**config.mk**
```make
export PLATFORM = sky130hd
export DESIGN_NAME = rom_cmd_engine
export DESIGN_NICKNAME = d
export VERILOG_FILES = /design/src/rtl/rom_cmd_engine.sv
export SDC_FILE = /design/constraint.sdc
export NUM_CORES = 1
export LEC_CHECK = 0
export BUFFER_PORTS_ARGS = -buffer_cell sky130_fd_sc_hd__buf_2
export CAP_MARGIN = 20
export CORE_MARGIN = 2
export CORE_UTILIZATION = 47
export DETAILED_ROUTE_END_ITERATION = 10
export PLACE_DENSITY = 0.66
export RECOVER_POWER = 100
export SYNTH_ARGS = -nofsm -noshare
export SYNTH_HDL_FRONTEND = slang
export SYNTH_SLANG_ARGS = --single-unit
```
**constraint.sdc**
```tcl
create_clock -name clk -period 8.95 [get_ports clk]
set_clock_uncertainty 0.1 [all_clocks]
set_input_delay 0.895 -clock clk [delete_from_list [all_inputs] [get_ports clk]]
set_output_delay 0.895 -clock clk [all_outputs]
set_load 0.05 [all_outputs]
```
**src/rtl/rom_cmd_engine.sv**
```systemverilog
// Command-driven ROM reader: parses READ/BURST commands from a byte FIFO and
// streams status, data and (with ROM_CHECKSUM_EN defined) an XOR checksum byte.
module rom_cmd_engine #(
    parameter int ADDR_BYTES = 2,
    parameter int DATA_BYTES = 4,
    parameter int ROM_DEPTH  = 1024,
    parameter int MAX_BURST  = 16
) (
    input  logic                         clk,
    input  logic                         rst_n,
    input  logic                         cmd_almost_empty,
    output logic                         cmd_rd_en,
    input  logic [7:0]                   cmd_din,
    input  logic                         res_almost_full,
    output logic                         res_wr_en,
    output logic [7:0]                   res_dout,
    output logic                         rom_rd_en,
    output logic [$clog2(ROM_DEPTH)-1:0] rom_addr,
    input  logic [DATA_BYTES*8-1:0]      rom_rdata,
    output logic                         busy
);

    localparam int AW  = $clog2(ROM_DEPTH);
    localparam int AWB = ADDR_BYTES * 8;
    localparam int DW  = DATA_BYTES * 8;

    localparam logic [7:0] OP_READ   = 8'h01;
    localparam logic [7:0] OP_BURST  = 8'h02;
    localparam logic [7:0] ST_OK     = 8'h00;
    localparam logic [7:0] ST_BAD_OP = 8'hE0;
    localparam logic [7:0] ST_RANGE  = 8'hE1;
    localparam logic [7:0] ST_LEN    = 8'hE2;

    localparam logic [AWB:0] DEPTH_W = (AWB+1)'(ROM_DEPTH);

    typedef enum logic [3:0] {
        IDLE      = 4'd0,
        GET_OP    = 4'd1,
        GET_ADDR  = 4'd2,
        GET_LEN   = 4'd3,
        CHECK     = 4'd4,
        ROM_RD    = 4'd5,
        ROM_WAIT  = 4'd6,
        SEND_DATA = 4'd7
`ifdef ROM_CHECKSUM_EN
        ,
        SEND_CRC  = 4'd8
`endif
    } state_t;

    state_t         state_r;
    logic           pend_r;
    logic [7:0]     op_r;
    logic [AWB-1:0] addr_r;
    logic [7:0]     cnt_r;
    logic [7:0]     len_r;
    logic [7:0]     words_left_r;
    logic [7:0]     bidx_r;
    logic [DW-1:0]  word_r;
    logic           rom_rd_en_r;
    logic [AW-1:0]  rom_addr_r;
`ifdef ROM_CHECKSUM_EN
    logic [7:0]     crc_r;

    function automatic logic [7:0] crc_next(input logic [7:0] crc, input logic [7:0] data);
        return crc ^ data;
    endfunction
`endif

    logic [AWB:0]   end_s;
    logic [AWB-1:0] addr_nxt_s;
    logic [7:0]     status_s;
    logic           cmd_rd_en_s;
    logic           res_wr_en_s;
    logic [7:0]     res_dout_s;

    // Command validation, evaluated from the fully captured command fields
    always_comb begin
        end_s      = {1'b0, addr_r} + (AWB+1)'(len_r);
        addr_nxt_s = addr_r + AWB'(1);
        if ((op_r != OP_READ) && (op_r != OP_BURST)) begin
            status_s = ST_BAD_OP;
        end else if (({1'b0, addr_r} >= DEPTH_W) || (end_s > DEPTH_W)) begin
            status_s = ST_RANGE;
        end else if ((len_r == 8'd0) || (len_r > 8'(MAX_BURST))) begin
            status_s = ST_LEN;
        end else begin
            status_s = ST_OK;
        end
    end

    // FIFO strobes are gated by the live flags so the pop/push rules hold cycle-exactly
    always_comb begin
        cmd_rd_en_s = 1'b0;
        res_wr_en_s = 1'b0;
        res_dout_s  = 8'h00;
        case (state_r)
            GET_OP, GET_ADDR, GET_LEN: begin
                cmd_rd_en_s = !pend_r && !cmd_almost_empty;
            end
            CHECK: begin
                res_wr_en_s = !res_almost_full;
                res_dout_s  = status_s;
            end
            SEND_DATA: begin
                res_wr_en_s = !res_almost_full;
                res_dout_s  = word_r[7:0];
            end
`ifdef ROM_CHECKSUM_EN
            SEND_CRC: begin
                res_wr_en_s = !res_almost_full;
                res_dout_s  = crc_r;
            end
`endif
            default: begin
                cmd_rd_en_s = 1'b0;
                res_wr_en_s = 1'b0;
                res_dout_s  = 8'h00;
            end
        endcase
    end

    // Main sequencer: command parsing, ROM access and response byte stepping
    always_ff @(posedge clk or negedge rst_n) begin
        if (!rst_n) begin
            state_r      <= IDLE;
            pend_r       <= 1'b0;
            op_r         <= 8'h00;
            addr_r       <= '0;
            cnt_r        <= 8'd0;
            len_r        <= 8'd0;
            words_left_r <= 8'd0;
            bidx_r       <= 8'd0;
            word_r       <= '0;
            rom_rd_en_r  <= 1'b0;
            rom_addr_r   <= '0;
`ifdef ROM_CHECKSUM_EN
            crc_r        <= 8'h00;
`endif
        end else begin
            rom_rd_en_r <= 1'b0;
            case (state_r)
                IDLE: begin
                    if (!cmd_almost_empty) begin
                        state_r <= GET_OP;
                    end
                end
                GET_OP: begin
                    if (pend_r) begin
                        pend_r <= 1'b0;
                        op_r   <= cmd_din;
                        addr_r <= '0;
                        cnt_r  <= 8'd0;
                        len_r  <= 8'd1;
                        // an unknown opcode goes straight to CHECK without consuming more bytes
                        if ((cmd_din == OP_READ) || (cmd_din == OP_BURST)) begin
                            state_r <= GET_ADDR;
                        end else begin
                            state_r <= CHECK;
                        end
                    end else if (cmd_rd_en_s) begin
                        pend_r <= 1'b1;
                    end
                end
                GET_ADDR: begin
                    if (pend_r) begin
                        pend_r <= 1'b0;
                        addr_r <= AWB'({cmd_din, addr_r} >> 8'd8);
                        cnt_r  <= cnt_r + 8'd1;
                        if (cnt_r == 8'(ADDR_BYTES - 1)) begin
                            state_r <= (op_r == OP_BURST) ? GET_LEN : CHECK;
                        end
                    end else if (cmd_rd_en_s) begin
                        pend_r <= 1'b1;
                    end
                end
                GET_LEN: begin
                    if (pend_r) begin
                        pend_r  <= 1'b0;
                        len_r   <= cmd_din;
                        state_r <= CHECK;
                    end else if (cmd_rd_en_s) begin
                        pend_r <= 1'b1;
                    end
                end
                CHECK: begin
                    if (res_wr_en_s) begin
                        if (status_s == ST_OK) begin
                            state_r      <= ROM_RD;
                            rom_rd_en_r  <= 1'b1;
                            rom_addr_r   <= addr_r[AW-1:0];
                            words_left_r <= len_r;
`ifdef ROM_CHECKSUM_EN
                            crc_r        <= 8'h00;
`endif
                        end else begin
                            state_r <= IDLE;
                        end
                    end
                end
                ROM_RD: begin
                    state_r <= ROM_WAIT;
                end
                ROM_WAIT: begin
                    word_r  <= rom_rdata;
                    bidx_r  <= 8'd0;
                    state_r <= SEND_DATA;
                end
                SEND_DATA: begin
                    if (res_wr_en_s) begin
                        word_r <= word_r >> 8'd8;
`ifdef ROM_CHECKSUM_EN
                        crc_r  <= crc_next(crc_r, word_r[7:0]);
`endif
                        if (bidx_r == 8'(DATA_BYTES - 1)) begin
                            addr_r       <= addr_nxt_s;
                            words_left_r <= words_left_r - 8'd1;
                            if (words_left_r == 8'd1) begin
`ifdef ROM_CHECKSUM_EN
                                state_r <= SEND_CRC;
`else
                                state_r <= IDLE;
`endif
                            end else begin
                                state_r     <= ROM_RD;
                                rom_rd_en_r <= 1'b1;
                                rom_addr_r  <= addr_nxt_s[AW-1:0];
                            end
                        end else begin
                            bidx_r <= bidx_r + 8'd1;
                        end
                    end
                end
`ifdef ROM_CHECKSUM_EN
                SEND_CRC: begin
                    if (res_wr_en_s) begin
                        state_r <= IDLE;
                    end
                end
`endif
                default: begin
                    state_r <= IDLE;
                end
            endcase
        end
    end

    assign cmd_rd_en = cmd_rd_en_s;
    assign res_wr_en = res_wr_en_s;
    assign res_dout  = res_dout_s;
    assign rom_rd_en = rom_rd_en_r;
    assign rom_addr  = rom_addr_r;
    assign busy      = (state_r != IDLE);

endmodule

```
==> results of run 1 <==
-- routing by layer --
metal | up-vias | share of wire | global-route usage
met4 | 0 | 0.015 | 0.06185
met1 | 2452 | 0.47 | 0.3215
li1 | 2446 | - | -
met5 | - | 0 | 0
met2 | 134 | 0.47 | 0.3451
met3 | 21 | 0.045 | 0.04744
-- Yosys cell counts, types with 3 or more instances --
cell       instances
mux2_2             9
and2_1             6
a2bb2oi_1         10
dfrtp_1          103
and3_1            13
o22ai_1            4
inv_1             17
nand2_1          102
mux2i_1            7
a22o_1             9
nor4_1             6
xor2_1            13
a21o_1             5
or4_1              3
a21oi_1           29
ha_1              16
o21ai_0           55
a31oi_1           26
buf_1              5
nand3_1           15
nand4_1            4
nor3_1            13
clkbuf_1          28
nor2b_1            5
nor2_1            76
nand2b_1           4
a22oi_1            4
xnor2_1           11
mux2_4             6
or3_1              5
-- registers in the layout, summed over array words and instances, names as in the netlist --
signal,flops
op_r,8
addr_r,16
rom_rd_en,1
pend_r,1
word_r,32
cnt_r,8
len_r,8
bidx_r,8
state_r,3
rom_addr,10
words_left_r,8
-- cell type report --
cell class / instances / area, um^2
Fill cell: 1149 / 5578
Multi-Input combinational cell: 503 / 3018
Sequential cell: 103 / 2577
Timing Repair Buffer: 70 / 319.1
Clock buffer: 11 / 252.7
Tap cell: 168 / 210.2
Inverter: 18 / 67.56
Clock inverter: 5 / 38.79
-- power breakdown --
group,switching (uW),internal [uW]
Sequential,190,633
Clock,183,207
Combinational,505,304
-- worst max-delay path: stages (launching register included) --
cell and delay [ps]:
dfrtp_1 720, nand3_2 190, clkbuf_1 1780, inv_2 1090
a22o_1 480, clkbuf_1 310
-- metrics by stage --
| step | hold WS (ps) | worst slack (ps) | instances | util | instance area, um^2 |
|---|---|---|---|---|---|
| after floorplan | 365.9 | 5028 | 659 | - | 5821 |
| after global placement | 388.7 | 4978 | 862 | 0.5191 | 6261 |
| after detailed placement | 391.1 | 4930 | 862 | 0.5191 | 6261 |
| after CTS | 387.5 | 4531 | 878 | 0.5433 | 6553 |
| after global routing | 426.9 | 2449 | 878 | 0.5376 | 6484 |
| final | 391.7 | 3009 | 878 | 0.5376 | 6484 |
-- path summary, 6_finish.rpt --
path / start / to
max: state_r[1] / res_dout[1]
min: rom_addr[3] / rom_addr[3]
max reg2reg: state_r[1] / rom_addr[2]
min reg2reg: rom_addr[3] / rom_addr[3]
max in group asynchronous: rst_n / bidx_r[2]
min in group asynchronous: rst_n / rom_addr[0]
-- kinds of logic (layout without fill, tap and decap cells) --
kind of cell,after synthesis,after routing
mux,22,22
simple gates,268,268
xor+xnor,24,24
compound gates,172,172
buf+inv,53,104
flops,103,103
fa+ha+maj,17,17
==> impl_metrics.env, run 1 <==
export IMPL_grt_first_pass_wirelength_um=23490
export IMPL_design_die_area_mm2=0.01329
export IMPL_final_common_cell="dfrtp_1"
export IMPL_hold_path_cell_count=1
export IMPL_die_height_um=115.3
export IMPL_clock_root_buffer="clkbuf_16"
export IMPL_netlist_top_cells_area="dfrtp_1 44%, nand2_1 6.6%, nor2_1 4.9%"
export IMPL_layout_nets=766
export IMPL_ys_flop_type="dfrtp_1"
export IMPL_final_max_slew_violation_count=219
export IMPL_synth_simple_gate_area_frac=0.2130
export IMPL_worstSetupPathType="flop to primary output"
export IMPL_crit_path_end_kind="primary output"
export IMPL_cts_setup_buffers=0
export IMPL_rrSetupSlack_ps=3470
export IMPL_failed_checks="capacitance limit, slew limit"
export IMPL_wire_per_inst_um=16.35
export IMPL_grt_max_degree=70
export IMPL_die_width_um=115.3
export IMPL_clock_tree_buf_depth=2
export IMPL_route_detailed_drc=0
export IMPL_global_route_overflow_total=0
export IMPL_layout_area_growth_over_synthesis_pct=11.39
export IMPL_coreArea_mm2=0.01206
export IMPL_timing_max_cap_violations=4
export IMPL_yosysTopAreaCell="dfrtp_1"
export IMPL_power_total_uw=2021
export IMPL_synth_distinct_cells=69
export IMPL_gp_congestion=0.8423
export IMPL_drt_first_pass_iters=6
export IMPL_cts_bufs_inserted=9
export IMPL_grt_pass1_vias=4707
export IMPL_asyncSetResetFlopFracSynth=1.000
export IMPL_clock_fmax_ghz=0.1683
export IMPL_worst_ep_required_time_ps=7960
export IMPL_normalized_max_slew_margin=-1.442
export IMPL_ys_seq_elements=103
export IMPL_drtAntennaViolNets=0
export IMPL_clk_latency_worst_skew_pair_ps=360
export IMPL_worst_hold_path_type="flop to flop"
export IMPL_worst_slew_pin_transition_ps=3663
export IMPL_cellPowerDensity_mw_per_mm2=311.7
export IMPL_num_antenna_cells=0
export IMPL_drtIter0Drc=429
export IMPL_post_synth_xor_area_fraction=0.03611
export IMPL_synth_area_mux_share=0.04493
export IMPL_synth_fp_nets=720
export IMPL_placement_rows=40
export IMPL_timing_final_crit_share=0.6638
export IMPL_crit_path_max_fanout=57
export IMPL_finalHoldViolCount=0
export IMPL_syn_cell_area_mm2=0.005821
export IMPL_p_leak_uw=0.002975
export IMPL_wl_um=14360
export IMPL_post_cts_resize_count=0
export IMPL_setup_repair_after_global_routing_missed_its_margin="no"
export IMPL_finalWorstPathRequiredPeriod_ps=5941
export IMPL_initial_utilization=0.4826
export IMPL_top_level_ports=66
export IMPL_antenna_found_initial=0
export IMPL_post_synth_inst_count=659
export IMPL_outcome="complete, but fails checks"
export IMPL_start_kind="flop"
export IMPL_combinational_family_with_the_most_area_after_synthesis="simple AND/OR/NAND/NOR gates"
export IMPL_synth_top_cell_area_share=0.4428
export IMPL_postSynthAreaPerCell_um2=8.832
export IMPL_grt_usage=0.2241
export IMPL_route_detailed_vias_per_inst=5.755
export IMPL_clkSlewWorstSetupHoldPaths_ps=70
export IMPL_dp_hpwl_um=10040
export IMPL_routed_via_count=5053
export IMPL_critical_path_arrival_ps=4950
export IMPL_mostFrequentLayoutCells="103 x dfrtp_1, 102 x nand2_1, 76 x nor2_1"
export IMPL_clock_sinks=103
export IMPL_reg2reg_depth=7
export IMPL_irDropWorstVdd_mv=0.1955
export IMPL_synth_compound_gate_area_share=0.1896
export IMPL_port_buffers=65
export IMPL_synth_adder_area_share=0.03783
export IMPL_layout_drive_gt1_share=0.1127
export IMPL_synth_edff_count=0
export IMPL_setup_violations_final=0
export IMPL_htree_levels=3
export IMPL_setup_tns_ps=0
export IMPL_cts_tree="done"
export IMPL_holdBufCountCts=0
export IMPL_synth_yosys_warnings=0
export IMPL_part_of_the_yosys_area_used_for_sequential_elements=0.4428
Power figures use the tool's default switching activity.
==> run 2, diff against run 1 <==
Clock period 8.95 ns to 6 ns, I/O delays scaled along.
==> impl_metrics.env, run 2 (synthesis results as in run 1) <==
export IMPL_outcome="complete, but fails checks"
export IMPL_failed_checks="capacitance limit, slew limit"
export IMPL_final_max_slew_violation_count=217
export IMPL_die_width_um=115.3
export IMPL_gp_congestion=0.8757
export IMPL_start_kind="flop"
export IMPL_timing_final_crit_share=0.7506
export IMPL_top_level_ports=66
export IMPL_finalHoldViolCount=0
export IMPL_cts_tree="done"
export IMPL_global_route_overflow_total=0
export IMPL_setup_violations_final=0
export IMPL_holdBufCountCts=0
export IMPL_cts_setup_buffers=0
export IMPL_reg2reg_depth=7
export IMPL_worst_hold_slack_ps=362.6
export IMPL_initial_utilization=0.4826
export IMPL_wire_per_inst_um=16.15
export IMPL_grt_max_degree=63
export IMPL_num_antenna_cells=0
export IMPL_top_layer_used="met4"
export IMPL_drt_met1_wl_um=6629
export IMPL_clock_tree_buf_depth=2
export IMPL_placement_cell_area_mm2=0.006261
export IMPL_worst_slew_pin_transition_ps=2361
export IMPL_layout_cell_area_non_filler_mm2=0.006499
export IMPL_grt_first_pass_wirelength_um=23810
export IMPL_drtIter0Drc=407
export IMPL_coreArea_mm2=0.01206
export IMPL_worstSetupPathType="flop to primary output"
export IMPL_rrSetupSlack_ps=1880
export IMPL_cellPowerDensity_mw_per_mm2=466.0
export IMPL_route_detailed_vias_per_inst=5.712
export IMPL_p_leak_uw=0.002985
export IMPL_htree_levels=3
export IMPL_normalized_max_slew_margin=-0.5739
export IMPL_post_cts_resize_count=0
export IMPL_timing_max_cap_violations=4
export IMPL_layout_drive_gt1_share=0.1113
export IMPL_critical_path_arrival_ps=3800
export IMPL_grt_usage=0.2262
export IMPL_max_reg_flops=32
export IMPL_worst_hold_path_type="input port to flop"
export IMPL_drt_first_pass_iters=5
export IMPL_clkSlewWorstSetupHoldPaths_ps=70
export IMPL_timing_hold_worst_endpoint="word_r[25]"
export IMPL_clock_root_buffer="clkbuf_16"
export IMPL_port_buffers=65
export IMPL_nFillCells=1134
export IMPL_clock_sinks=103
export IMPL_die_height_um=115.3
export IMPL_mostFrequentLayoutCells="103 x dfrtp_1, 102 x nand2_1, 76 x nor2_1"
export IMPL_registers_top_by_ff_count="word_r"
export IMPL_wl_um=14180
export IMPL_finalWorstPathRequiredPeriod_ps=4504
export IMPL_reg2reg_to="rom_addr[9]"
export IMPL_routed_via_count=5015
export IMPL_dp_hpwl_um=10120
export IMPL_worstReg2RegStart="state_r[1]"
export IMPL_critical_path_startpoint="state_r[1]"
export IMPL_setup_tns_ps=0
export IMPL_setup_repair_after_global_routing_missed_its_margin="no"
export IMPL_layout_area_growth_over_synthesis_pct=11.65
export IMPL_irDropWorstVdd_mv=0.2795
export IMPL_met2RoutedLength_um=6580
export IMPL_clock_fmax_ghz=0.2220
export IMPL_layout_nets=766
export IMPL_worst_hold_startpoint="rom_rdata[25]"
export IMPL_antenna_found_initial=0
export IMPL_hold_path_cell_count=2
export IMPL_clk_latency_worst_skew_pair_ps=350
export IMPL_crit_path_end_kind="primary output"
export IMPL_cts_bufs_inserted=9
export IMPL_routed_wl_met3_um=681
export IMPL_grt_pass1_vias=4810
export IMPL_drtAntennaViolNets=0
export IMPL_final_common_cell="dfrtp_1"
export IMPL_route_detailed_drc=0
export IMPL_crit_path_max_fanout=57
export IMPL_placement_rows=40
export IMPL_worst_ep_required_time_ps=5300
export IMPL_design_die_area_mm2=0.01329
## run 2: cell count changes in the layout (fill, tap and decap cells not counted), sizes merged
cell and change:
buf +1, clkinv -1, bufinv +1, clkbuf -2, clkinvlp +1
## run 2: metal layers
metal | GRT usage | vias up
li1 | - | 2428
met1 | 0.3235 | 2422
met2 | 0.3506 | 140
met3 | 0.03690 | 25
met4 | 0.07711 | 0
met5 | 0 | -
## run 2: through the flow
step / total power (uW) / instances / setup slack [ps] / utilization
global route: 3264 / 878 / 1171 / 0.5388
CTS: 3062 / 878 / 1932 / 0.5450
finish: 3029 / 878 / 1496 / 0.5388
global placement: 2392 / 862 / 2366 / 0.5191
detailed placement: 2435 / 862 / 2325 / 0.5191
floorplan: 2108 / 659 / 2373 / -
## run 2: layout make-up
type	instances	area, um^2	share of cell area
Sequential cell	103	2577	0.3966
Timing Repair Buffer	70	324.1	0.04987
Tap cell	168	210.2	0.03235
Clock inverter	6	73.82	0.01136
Inverter	18	67.56	0.01040
Multi-Input combinational cell	503	3007	0.4626
Clock buffer	10	239.0	0.03677
## run 2: power by group
group,total (uW),internal [uW],switching (uW)
logic,1180,446,737
registers,1230,944,282
clock network,620,342,278
total,3030,1730,1300
## run 2: how the worst max path moves through the flow
stage | end | cells past startpoint
after floorplan | res_dout[0] | 9
after global placement | res_dout[1] | 10
after detailed placement | res_dout[1] | 10
after CTS | res_dout[1] | 10
after global routing | res_dout[1] | 5
final | res_dout[1] | 5
## run 2: critical path: stages (launching register included)
cell	delay, ps
dfrtp_1	920
nand3_2	120
buf_4	350
inv_1	1250
a22o_1	310
clkbuf_1	490
